===== src/rtl/rom_arb_pkg.sv =====
// Shared definitions for the ROM data-port arbiter: FSM encoding, access
// sizes, master indices and the latched command record.
package rom_arb_pkg;

    typedef enum logic [1:0] {
        IDLE  = 2'd0,
        ISSUE = 2'd1,
        WAIT  = 2'd2
    } arb_state_t;

    localparam logic [1:0] HB_BYTE = 2'b00;
    localparam logic [1:0] HB_HALF = 2'b01;
    localparam logic [1:0] HB_WORD = 2'b10;

    localparam logic M0 = 1'b0;
    localparam logic M1 = 1'b1;

    // One captured ROM access: what is driven onto o_S_ADDR / o_S_HB.
    typedef struct packed {
        logic [31:0] addr;
        logic [1:0]  hb;
    } rom_cmd_t;

endpackage


===== src/rtl/rom_data_arbiter_if.sv =====
// Bundle of both requester channels and the ROM data port; the arbiter uses
// the slave view, the surrounding system (or a bench) uses the master view.
interface rom_data_arbiter_if;

    logic        i_M0_REQ;
    logic [31:0] i_M0_ADDR;
    logic [1:0]  i_M0_HB;
    logic        o_M0_GNT;
    logic        o_M0_ERR;
    logic [31:0] o_M0_RDATA;

    logic        i_M1_REQ;
    logic [31:0] i_M1_ADDR;
    logic [1:0]  i_M1_HB;
    logic        o_M1_GNT;
    logic        o_M1_ERR;
    logic [31:0] o_M1_RDATA;

    logic        o_S_CE;
    logic        o_S_REQ;
    logic [31:0] o_S_ADDR;
    logic [1:0]  o_S_HB;
    logic        i_S_GNT;
    logic [31:0] i_S_RDATA;

    modport slave (
        input  i_M0_REQ,
        input  i_M0_ADDR,
        input  i_M0_HB,
        output o_M0_GNT,
        output o_M0_ERR,
        output o_M0_RDATA,
        input  i_M1_REQ,
        input  i_M1_ADDR,
        input  i_M1_HB,
        output o_M1_GNT,
        output o_M1_ERR,
        output o_M1_RDATA,
        output o_S_CE,
        output o_S_REQ,
        output o_S_ADDR,
        output o_S_HB,
        input  i_S_GNT,
        input  i_S_RDATA
    );

    modport master (
        output i_M0_REQ,
        output i_M0_ADDR,
        output i_M0_HB,
        input  o_M0_GNT,
        input  o_M0_ERR,
        input  o_M0_RDATA,
        output i_M1_REQ,
        output i_M1_ADDR,
        output i_M1_HB,
        input  o_M1_GNT,
        input  o_M1_ERR,
        input  o_M1_RDATA,
        input  o_S_CE,
        input  o_S_REQ,
        input  o_S_ADDR,
        input  o_S_HB,
        output i_S_GNT,
        output i_S_RDATA
    );

endinterface


===== src/rtl/rr_arb2.sv =====
// Combinational two-way round-robin picker: on contention the master that
// was not served last wins. Kept generic so the instruction port can reuse it.
module rr_arb2
    import rom_arb_pkg::*;
(
    input  logic [1:0] req,
    input  logic       last,
    output logic       valid,
    output logic       winner
);

    always_comb begin
        valid  = |req;
        winner = M0;
        case (req)
            2'b01:   winner = M0;
            2'b10:   winner = M1;
            2'b11:   winner = ~last;
            default: winner = M0;
        endcase
    end

endmodule


===== src/rtl/rom_data_arbiter.sv =====
// Shares the ROM data read port between the core load unit (M0) and the
// debug/DMA loader (M1), one single-cycle ROM request per transaction.
module rom_data_arbiter
    import rom_arb_pkg::*;
#(
    parameter int TIMEOUT_CYCLES = 16,
    parameter int CNT_W          = 8
) (
    input  logic              i_CLK,
    input  logic              i_RSTn,
    rom_data_arbiter_if.slave bus
);

    localparam logic [CNT_W-1:0] CNT_LAST = CNT_W'(TIMEOUT_CYCLES - 1);

    arb_state_t       state;
    logic             owner;
    logic             last;
    rom_cmd_t         cmd_q;
    logic [CNT_W-1:0] cnt;
    logic             s_req_q;

    logic [1:0] req_vec;
    logic       pick_valid;
    logic       pick_winner;
    logic       other_req;
    rom_cmd_t   m0_cmd;
    rom_cmd_t   m1_cmd;
    logic       rom_done;
    logic       timed_out;

    assign req_vec   = {bus.i_M1_REQ, bus.i_M0_REQ};
    assign m0_cmd    = '{addr: bus.i_M0_ADDR, hb: bus.i_M0_HB};
    assign m1_cmd    = '{addr: bus.i_M1_ADDR, hb: bus.i_M1_HB};
    assign other_req = (owner == M1) ? bus.i_M0_REQ : bus.i_M1_REQ;

    rr_arb2 u_pick (
        .req    (req_vec),
        .last   (last),
        .valid  (pick_valid),
        .winner (pick_winner)
    );

    // Qualified with reset so a ROM grant landing in the reset cycle is dropped.
    assign rom_done  = i_RSTn && (state == WAIT) && bus.i_S_GNT;
    assign timed_out = i_RSTn && (state == WAIT) && !bus.i_S_GNT && (cnt == CNT_LAST);

    always_ff @(posedge i_CLK) begin
        if (!i_RSTn) begin
            state   <= IDLE;
            owner   <= M0;
            last    <= M1;
            cmd_q   <= '0;
            cnt     <= '0;
            s_req_q <= 1'b0;
        end else begin
            case (state)
                IDLE: begin
                    if (pick_valid) begin
                        owner   <= pick_winner;
                        cmd_q   <= (pick_winner == M1) ? m1_cmd : m0_cmd;
                        s_req_q <= 1'b1;
                        state   <= ISSUE;
                    end
                end
                ISSUE: begin
                    s_req_q <= 1'b0;
                    cnt     <= '0;
                    state   <= WAIT;
                end
                WAIT: begin
                    // Grant takes precedence over a coincident timeout; the
                    // owner's own REQ is not looked at in its grant cycle.
                    if (bus.i_S_GNT) begin
                        last <= owner;
                        if (other_req) begin
                            owner   <= ~owner;
                            cmd_q   <= (owner == M1) ? m0_cmd : m1_cmd;
                            s_req_q <= 1'b1;
                            state   <= ISSUE;
                        end else begin
                            state <= IDLE;
                        end
                    end else if (cnt == CNT_LAST) begin
                        last  <= owner;
                        state <= IDLE;
                    end else begin
                        cnt <= cnt + 1'b1;
                    end
                end
                default: begin
                    s_req_q <= 1'b0;
                    state   <= IDLE;
                end
            endcase
        end
    end

    assign bus.o_S_CE   = s_req_q;
    assign bus.o_S_REQ  = s_req_q;
    assign bus.o_S_ADDR = cmd_q.addr;
    assign bus.o_S_HB   = cmd_q.hb;

    assign bus.o_M0_GNT   = rom_done && (owner == M0);
    assign bus.o_M1_GNT   = rom_done && (owner == M1);
    assign bus.o_M0_ERR   = timed_out && (owner == M0);
    assign bus.o_M1_ERR   = timed_out && (owner == M1);
    assign bus.o_M0_RDATA = bus.o_M0_GNT ? bus.i_S_RDATA : 32'd0;
    assign bus.o_M1_RDATA = bus.o_M1_GNT ? bus.i_S_RDATA : 32'd0;

endmodule


===== src/flat_wrapper.sv =====
// flat-port wrapper written by rule: the top's interface ports become plain ports
module rom_data_arbiter_flat import rom_arb_pkg::*;
#(
    parameter int TIMEOUT_CYCLES = 16,
    parameter int CNT_W          = 8
)
  (i_CLK, i_RSTn, bus_i_M0_REQ, bus_i_M0_ADDR, bus_i_M0_HB, bus_o_M0_GNT, bus_o_M0_ERR, bus_o_M0_RDATA, bus_i_M1_REQ, bus_i_M1_ADDR, bus_i_M1_HB, bus_o_M1_GNT, bus_o_M1_ERR, bus_o_M1_RDATA, bus_o_S_CE, bus_o_S_REQ, bus_o_S_ADDR, bus_o_S_HB, bus_i_S_GNT, bus_i_S_RDATA);
  rom_data_arbiter_if bus_i ();
  input  logic i_CLK;
  input  logic i_RSTn;
  input wire logic [$bits(bus_i.i_M0_REQ)-1:0] bus_i_M0_REQ;
  input wire logic [$bits(bus_i.i_M0_ADDR)-1:0] bus_i_M0_ADDR;
  input wire logic [$bits(bus_i.i_M0_HB)-1:0] bus_i_M0_HB;
  output wire logic [$bits(bus_i.o_M0_GNT)-1:0] bus_o_M0_GNT;
  output wire logic [$bits(bus_i.o_M0_ERR)-1:0] bus_o_M0_ERR;
  output wire logic [$bits(bus_i.o_M0_RDATA)-1:0] bus_o_M0_RDATA;
  input wire logic [$bits(bus_i.i_M1_REQ)-1:0] bus_i_M1_REQ;
  input wire logic [$bits(bus_i.i_M1_ADDR)-1:0] bus_i_M1_ADDR;
  input wire logic [$bits(bus_i.i_M1_HB)-1:0] bus_i_M1_HB;
  output wire logic [$bits(bus_i.o_M1_GNT)-1:0] bus_o_M1_GNT;
  output wire logic [$bits(bus_i.o_M1_ERR)-1:0] bus_o_M1_ERR;
  output wire logic [$bits(bus_i.o_M1_RDATA)-1:0] bus_o_M1_RDATA;
  output wire logic [$bits(bus_i.o_S_CE)-1:0] bus_o_S_CE;
  output wire logic [$bits(bus_i.o_S_REQ)-1:0] bus_o_S_REQ;
  output wire logic [$bits(bus_i.o_S_ADDR)-1:0] bus_o_S_ADDR;
  output wire logic [$bits(bus_i.o_S_HB)-1:0] bus_o_S_HB;
  input wire logic [$bits(bus_i.i_S_GNT)-1:0] bus_i_S_GNT;
  input wire logic [$bits(bus_i.i_S_RDATA)-1:0] bus_i_S_RDATA;
  assign bus_i.i_M0_REQ = bus_i_M0_REQ;
  assign bus_i.i_M0_ADDR = bus_i_M0_ADDR;
  assign bus_i.i_M0_HB = bus_i_M0_HB;
  assign bus_o_M0_GNT = bus_i.o_M0_GNT;
  assign bus_o_M0_ERR = bus_i.o_M0_ERR;
  assign bus_o_M0_RDATA = bus_i.o_M0_RDATA;
  assign bus_i.i_M1_REQ = bus_i_M1_REQ;
  assign bus_i.i_M1_ADDR = bus_i_M1_ADDR;
  assign bus_i.i_M1_HB = bus_i_M1_HB;
  assign bus_o_M1_GNT = bus_i.o_M1_GNT;
  assign bus_o_M1_ERR = bus_i.o_M1_ERR;
  assign bus_o_M1_RDATA = bus_i.o_M1_RDATA;
  assign bus_o_S_CE = bus_i.o_S_CE;
  assign bus_o_S_REQ = bus_i.o_S_REQ;
  assign bus_o_S_ADDR = bus_i.o_S_ADDR;
  assign bus_o_S_HB = bus_i.o_S_HB;
  assign bus_i.i_S_GNT = bus_i_S_GNT;
  assign bus_i.i_S_RDATA = bus_i_S_RDATA;
  rom_data_arbiter #(.TIMEOUT_CYCLES(TIMEOUT_CYCLES), .CNT_W(CNT_W)) u_core (.i_CLK(i_CLK), .i_RSTn(i_RSTn), .bus(bus_i));
endmodule

===== config.mk =====
export PLATFORM = sky130hd
export DESIGN_NAME = rom_data_arbiter_flat
export DESIGN_NICKNAME = d
export VERILOG_FILES = /design/src/rtl/rom_arb_pkg.sv /design/src/rtl/rom_data_arbiter_if.sv /design/src/rtl/rr_arb2.sv /design/src/rtl/rom_data_arbiter.sv /design/src/flat_wrapper.sv
export SDC_FILE = /design/constraint.sdc
export NUM_CORES = 1
export LEC_CHECK = 0
export BUFFER_PORTS_ARGS = -buffer_cell sky130_fd_sc_hd__buf_2
export CAP_MARGIN = 20
export CORE_MARGIN = 2
export CORE_UTILIZATION = 39
export CTS_CLUSTER_DIAMETER = 50
export DETAILED_ROUTE_END_ITERATION = 8
export GPL_TIMING_DRIVEN = 0
export PLACE_DENSITY = 0.85
export SETUP_SLACK_MARGIN = 0.4
export SYNTH_ARGS = -nofsm -noshare
export SYNTH_HDL_FRONTEND = slang
export SYNTH_SLANG_ARGS = --single-unit

===== constraint.sdc =====
create_clock -name i_CLK -period 1.5 [get_ports i_CLK]
set_input_delay 0.3 -clock i_CLK [delete_from_list [all_inputs] [get_ports i_CLK]]
set_output_delay 0.3 -clock i_CLK [all_outputs]
set_load 0.02 [all_outputs]

==> results of run 1 <==
flip-flops by register name, indices dropped and copies added (netlist names):
signal,cells
u_core.bus.o_S_ADDR,32
u_core.state,2
u_core.last,1
u_core.bus.o_S_CE,1
u_core.bus.o_S_HB,2
u_core.owner,1
u_core.cnt,8
stage by stage:
stage	worst slack [ps]	hold WS (ps)
floorplan	-122	460
global placement	-269	483
detailed placement	-280	492
CTS	-509	235
global route	-590	272
finish	-555	255
final cells by class:
cell class,instances,share of cell area (%)
plain buffers,38,6.73
flip-flops and latches,47,15.0
repair buffers,286,39.0
multi-input cells,285,35.0
well taps,102,1.90
clock inverters,3,1.06
clock buffers,5,1.02
inverters,3,0.280
metal layers:
| layer | track usage [%] | wire, um |
|---|---|---|
| met5 | 0 | 13 |
| met4 | 21.6 | 1850 |
| met3 | 7.38 | 1690 |
| met2 | 66.1 | 9050 |
| met1 | 35.5 | 5810 |
path summary, 6_finish.rpt:
check	startpoint	endpoint	slack (ps)	cells past startpoint
max	u_core.cnt[5]	u_core.last	-560	8
min	bus_i_M1_ADDR[17]	u_core.bus.o_S_ADDR[17]	250	3
max reg2reg	u_core.cnt[5]	u_core.last	-560	8
min reg2reg	u_core.bus.o_S_CE	u_core.bus.o_S_CE	530	2
repair_timing:
action | 4_1_cts | 5_1_grt
endpoints found under the setup margin | 151 | 147
cloned | 20 | 0
pin swaps | 58 | 30
setup buffers | 32 | 28
gates resized for setup | 292 | 71
endpoints found under the hold margin | 0 | 0
where the power goes:
group	internal (mW)	switching (mW)	leakage, nW
combinational	1.25	1.28	2.56
clock	0.678	0.530	0.0703
sequential	1.43	0.128	0.403
total	3.35	1.94	3.03
cell families after synthesis:
| kind of cell | Yosys count | share of synthesized area, % |
|---|---|---|
| AND/OR/NAND/NOR | 184 | 30.7 |
| adder cells (fa/ha/maj) | 1 | 0.397 |
| multiplexers | 4 | 1.27 |
| buffers and inverters | 41 | 10.1 |
| flip-flops | 47 | 29.8 |
| AO/OA/AOI/OAI | 96 | 27.6 |
worst max-delay path, cell delays in order, from the launching register on:
cell	delay, ps
dfxtp_4	360
or3_4	360
or2_1	250
buf_6	140
buf_4	130
buf_6	100
buf_6	130
a21oi_4	180
mux2i_2	310
synthesized netlist by cell type (3+ instances only):
cell      number
buf_2         12
a21oi_1       37
and3_1         3
dfxtp_1       47
a311oi_2      30
buf_12         3
nor2_1         9
nand2_1       74
nand3_1        9
a31oi_1        3
o21ai_0        5
and2_1        64
inv_1          3
clkbuf_1       6
mux2i_1        4
buf_4          5
a311oi_1       5
buf_6         11
nor3_1         3
nand2b_1       3
nor2b_1        3
==> reports/metrics.csv, run 1 <==
stage,metric,value,unit
placed_design,io_port_bufs,206,
grt,globalRoute.totalOverflow,0,
routing,routed_wl,18400,um
placed_design,placed_cell_area,4670,sq um
clocking,number_of_buffers_added_to_fix_hold_violations_after_cts,0,
routing,drt_pre_antenna_iters,5,
clocking,cts.sinks,47,
floorplanning,die-area,8820,sq um
floorplanning,initial_utilization,40.6,%
clocking,htree_levels,2,
synthesis,synth.cell_area,3150,sq um
final_layout,seq_area,1000,sq um
clocking,worstSkewPairLatency,320,ps
synthesis,synthesis.nets,479,
synthesis,synth-edff-count,0,
power,peakVddDrop,0.846,mV
synthesis,yosys.cell_types.count,50,
timing,post-route-min-period,2060,ps
synthesis,syn-instance-count,373,
routing,routed-via-count,4633,
final_layout,final_cell_mix,"131 x buf_6, 110 x buf_2, 65 x and2_4",
synthesis,synth_top_cell_by_area,dfxtp_1,
worst_hold_path,worstHoldPathType,in -> reg,
final_layout,final_core_util,86.4,%
setup_path,worst_setup_path_end_kind,flip-flop,
synthesis,yosys_warnings,0,
final_layout,post-route-cell-area,6710,sq um
routing,final_antenna_net_count,0,
clocking,tritoncts,built,
timing,total_count_of_hold_check_failures_in_the_final_report,0,
timing,finalMaxSlewViolations,0,
placed_design,place.detailed.hpwl,8480,um
synthesis,syn_area_per_cell,8.46,sq um
clocking,path_clk_slew,110,ps
routing,viasPerCell,6.02,
setup_path,cp_max_fo,4,
synthesis,postSynth.asyncResetShare,0,%
placed_design,gp_congestion,0.839,
routing,route.detailed.wl_per_inst,23.9,um
synthesis,ys_ff_latch,47,
run_status,violated_checks,negative setup slack,
clocking,ctsLongestPathBuffers,2,
clocking,clock-root-buffer,clkbuf_8,
floorplanning,core_region_area,7770,sq um
synthesis,synth_top_cells_by_area,"dfxtp_1 30%, a311oi_2 14%, and2_1 13%, nand2_1 8.8%, a21oi_1 5.9%",
timing,fin_ws,-555,ps
routing,drt_iter0_markers,514,
setup_path,worstSetupPathType,reg -> reg,
power,power.total,5.30,mW
placed_design,dpl.cell_count,681,
clocking,cts-buffers-inserted,5,
floorplanning,die_width,93.9,um
timing,grt_setup_unrepaired,true,
final_layout,final_net_count,772,
grt,number_of_global_route_vias_before_repair,4504,
grt,grt_max_degree,17,
timing,post-route-period-util,137,%
grt,grt_antenna_before_repair,1,
synthesis,synth_top_area_share,29.8,%
setup_path,worst_setup_path_start_kind,flip-flop,
timing,timing_worst_slew_pin_value,814,ps
synthesis,synthFlopType,dfxtp_1,
final_layout,area_of_the_multi_input_gates,2350,sq um
run,max_cap_violations,0,
floorplanning,boundaryPins,209,
timing,timing.setup.tns,-42290,ps
synthesis,ys_seq_area_share,29.8,%
power,leak,3.03,nW
timing,final-setup-viol-count,113,
final_layout,fill_cells,321,
grt,grt.total_usage,35.4,%
floorplanning,rows,32,
setup_path,critPathRequiredTime,1720,ps
final_layout,layout-area-overhead-vs-synth,113,%
routing,drc,0,
timing,fmaxAchievable,487,MHz
grt,grt_first_pass_wirelength,23900,um
timing,relSlewSlack,45.7,%
final_layout,layout.cells.most_common,buf_6,
final_layout,drive_gt1_share,79.5,%
run_status,status,"complete, but fails checks",
final_layout,final_cells,769,
timing,fin_worst_skew,17.6,ps
floorplanning,die-height,93.9,um
setup_path,arrival,2270,ps
power,power-per-cell-area,789,nW/um^2
final_layout,ant_cells,0,
Note: power is estimated with default switching activity, not from simulation.
==> inputs of run 2 (changes only) <==
--- a/config.mk
+++ b/config.mk
@@ -5,8 +5,10 @@
 export SDC_FILE = /design/constraint.sdc
 export NUM_CORES = 1
 export LEC_CHECK = 0
+export ABC_CLOCK_PERIOD_IN_PS = 1500
 export BUFFER_PORTS_ARGS = -buffer_cell sky130_fd_sc_hd__buf_2
 export CAP_MARGIN = 20
+export CORE_ASPECT_RATIO = 1.25
 export CORE_MARGIN = 2
 export CORE_UTILIZATION = 39
 export CTS_CLUSTER_DIAMETER = 50
==> run 2 against run 1 <==
  * Critical endpoint is now bus_o_M0_ERR
  * Core utilization rose by 2.0 points
  * Setup slack got worse by 11 ps
  * The flow still finishes with violations (negative setup slack)
  * Total power rose by 5.1%
  * Clock power fell by 9.9%
==> reports/metrics.csv, run 2 (synthesis results as in run 1) <==
stage,metric,value,unit
grt,globalRoute.totalOverflow,0,
placed_design,place.detailed.hpwl,7790,um
timing,total_count_of_hold_check_failures_in_the_final_report,0,
clocking,ctsLongestPathBuffers,2,
timing,fmaxAchievable,484,MHz
timing,post-route-period-util,138,%
grt,grt_antenna_before_repair,0,
routing,drt_iter0_markers,687,
setup_path,crit_end,bus_o_M0_ERR,
setup_path,arrival,1770,ps
setup_path,worst_setup_path_start_kind,flip-flop,
timing,post-route-min-period,2070,ps
run_status,status,"complete, but fails checks",
clocking,cts.sinks,47,
clocking,path_clk_slew,120,ps
clocking,cts-buffers-inserted,5,
timing,fin_ws,-566,ps
final_layout,final_cells,770,
setup_path,setup.reg_to_reg.worst_slack,-500,ps
placed_design,gp_congestion,0.812,
timing,relSlewSlack,53.0,%
setup_path,critPathLaunch,u_core.cnt[7],
setup_path,critPathRequiredTime,1200,ps
final_layout,largest_register_ff_count,32,
floorplanning,die_width,84.4,um
power,power-per-cell-area,803,nW/um^2
grt,number_of_global_route_vias_before_repair,4635,
grt,grt_max_degree,15,
clocking,htree_levels,2,
routing,drt_pre_antenna_iters,8,
routing,routed_wl,20300,um
run,max_cap_violations,0,
setup_path,reg2reg_depth,9,
clocking,clock-root-buffer,clkbuf_8,
routing,routed-via-count,4937,
final_layout,layout.cells.most_common,buf_6,
run_status,violated_checks,negative setup slack,
floorplanning,die-area,8830,sq um
floorplanning,rows,36,
floorplanning,die-height,105,um
routing,route.detailed.wl_per_inst,26.4,um
final_layout,ant_cells,0,
placed_design,io_port_bufs,206,
floorplanning,boundaryPins,209,
final_layout,layout-area-overhead-vs-synth,120,%
setup_path,timing.rr.start,u_core.owner,
final_layout,drive_gt1_share,85.3,%
power,leak,3.13,nW
floorplanning,core_region_area,7840,sq um
setup_path,worst_setup_path_end_kind,primary output,
timing,finalMaxSlewViolations,0,
timing,final-setup-viol-count,114,
floorplanning,initial_utilization,40.2,%
grt,grt.total_usage,34.3,%
grt,grt_first_pass_wirelength,24300,um
routing,viasPerCell,6.41,
final_layout,final_net_count,780,
setup_path,cp_max_fo,3,
worst_hold_path,worstHoldPathType,in -> reg,
routing,drc,0,
power,peakVddDrop,0.960,mV
clocking,worstSkewPairLatency,330,ps
placed_design,dpl.cell_count,674,
timing,fin_worst_skew,18.4,ps
power,power.total,5.56,mW
final_layout,final_cell_mix,"130 x buf_6, 108 x buf_2, 65 x and2_4",
timing,timing_worst_slew_pin_value,705,ps
clocking,tritoncts,built,
timing,grt_setup_unrepaired,true,
routing,final_antenna_net_count,0,
setup_path,worstSetupPathType,reg -> out,
setup_path,rr_endpoint,u_core.bus.o_S_ADDR[20],
## run 2: cell types whose count changed in the layout (fill, tap and decap cells not counted), sizes merged
| cell | previous run | this run |
|---|---|---|
| inv | 4 | 3 |
| buf | 322 | 331 |
| clkinv | 0 | 1 |
| bufinv | 2 | 1 |
## run 2: what timing repair did
| item | 4_1_cts | 5_1_grt |
|---|---|---|
| endpoints found under the setup margin | 151 | 149 |
| pin swaps | 47 | 58 |
| gates resized for setup | 308 | 129 |
| cloned | 19 | 0 |
| buffers inserted | 41 | 28 |
| hold buffers | 0 | 0 |
## run 2: worst min-delay path by stage
stage / slack [ps] / depth (start not counted) / start / end
finish: 220 / 3 / bus_i_M1_ADDR[2] / u_core.bus.o_S_ADDR[2]
detailed placement: 500 / 2 / u_core.cnt[1] / u_core.cnt[1]
CTS: 240 / 3 / bus_i_M1_ADDR[9] / u_core.bus.o_S_ADDR[9]
floorplan: 460 / 2 / bus_i_M1_ADDR[18] / u_core.bus.o_S_ADDR[18]
global placement: 490 / 2 / u_core.cnt[1] / u_core.cnt[1]
global route: 240 / 3 / bus_i_M1_ADDR[7] / u_core.bus.o_S_ADDR[7]
## run 2: power by group
group | switching (mW) | total [mW] | internal, mW
Combinational | 1.48 | 2.90 | 1.42
Clock | 0.547 | 1.09 | 0.542
Sequential | 0.147 | 1.58 | 1.43
## run 2: per-stage QoR
stage	utilization, %	instance area (sq um)	setup TNS [ps]	hold slack (ps)	setup slack (ps)
3_3_place_gp	59.4	4660	-5160	485	-245
6_report	88.4	6930	-41340	223	-566
2_1_floorplan	-	3510	-244	460	-122
5_1_grt	88.4	6930	-44320	244	-620
3_5_place_dp	59.4	4660	-6370	498	-274
4_1_cts	79.5	6230	-28760	237	-517
## run 2: routing by layer
metal / GRT usage [%] / vias to the layer above / part of all wire (%)
met5: 0 / - / 0
met4: 18.8 / 0 / 9.6
met3: 6.79 / 189 / 13
met2: 64.6 / 581 / 46
met1: 34.7 / 2251 / 32
li1: - / 1916 / -
## run 2: critical path, cell delays in order (launching register included)
cell and delay [ps]:
dfxtp_2 360, or3_4 380, or2_1 230, buf_6 130
nor4_4 140, buf_4 190
## run 2: layout make-up
class	instances	area, sq um
buffer	38	464
fill	280	906
inverter	3	18.8
sequential	47	1010
tap	95	119
clock buffer	6	82.6
clock inverter	2	35.0
timing repair buffer	294	2600
multi-input combinational	285	2600
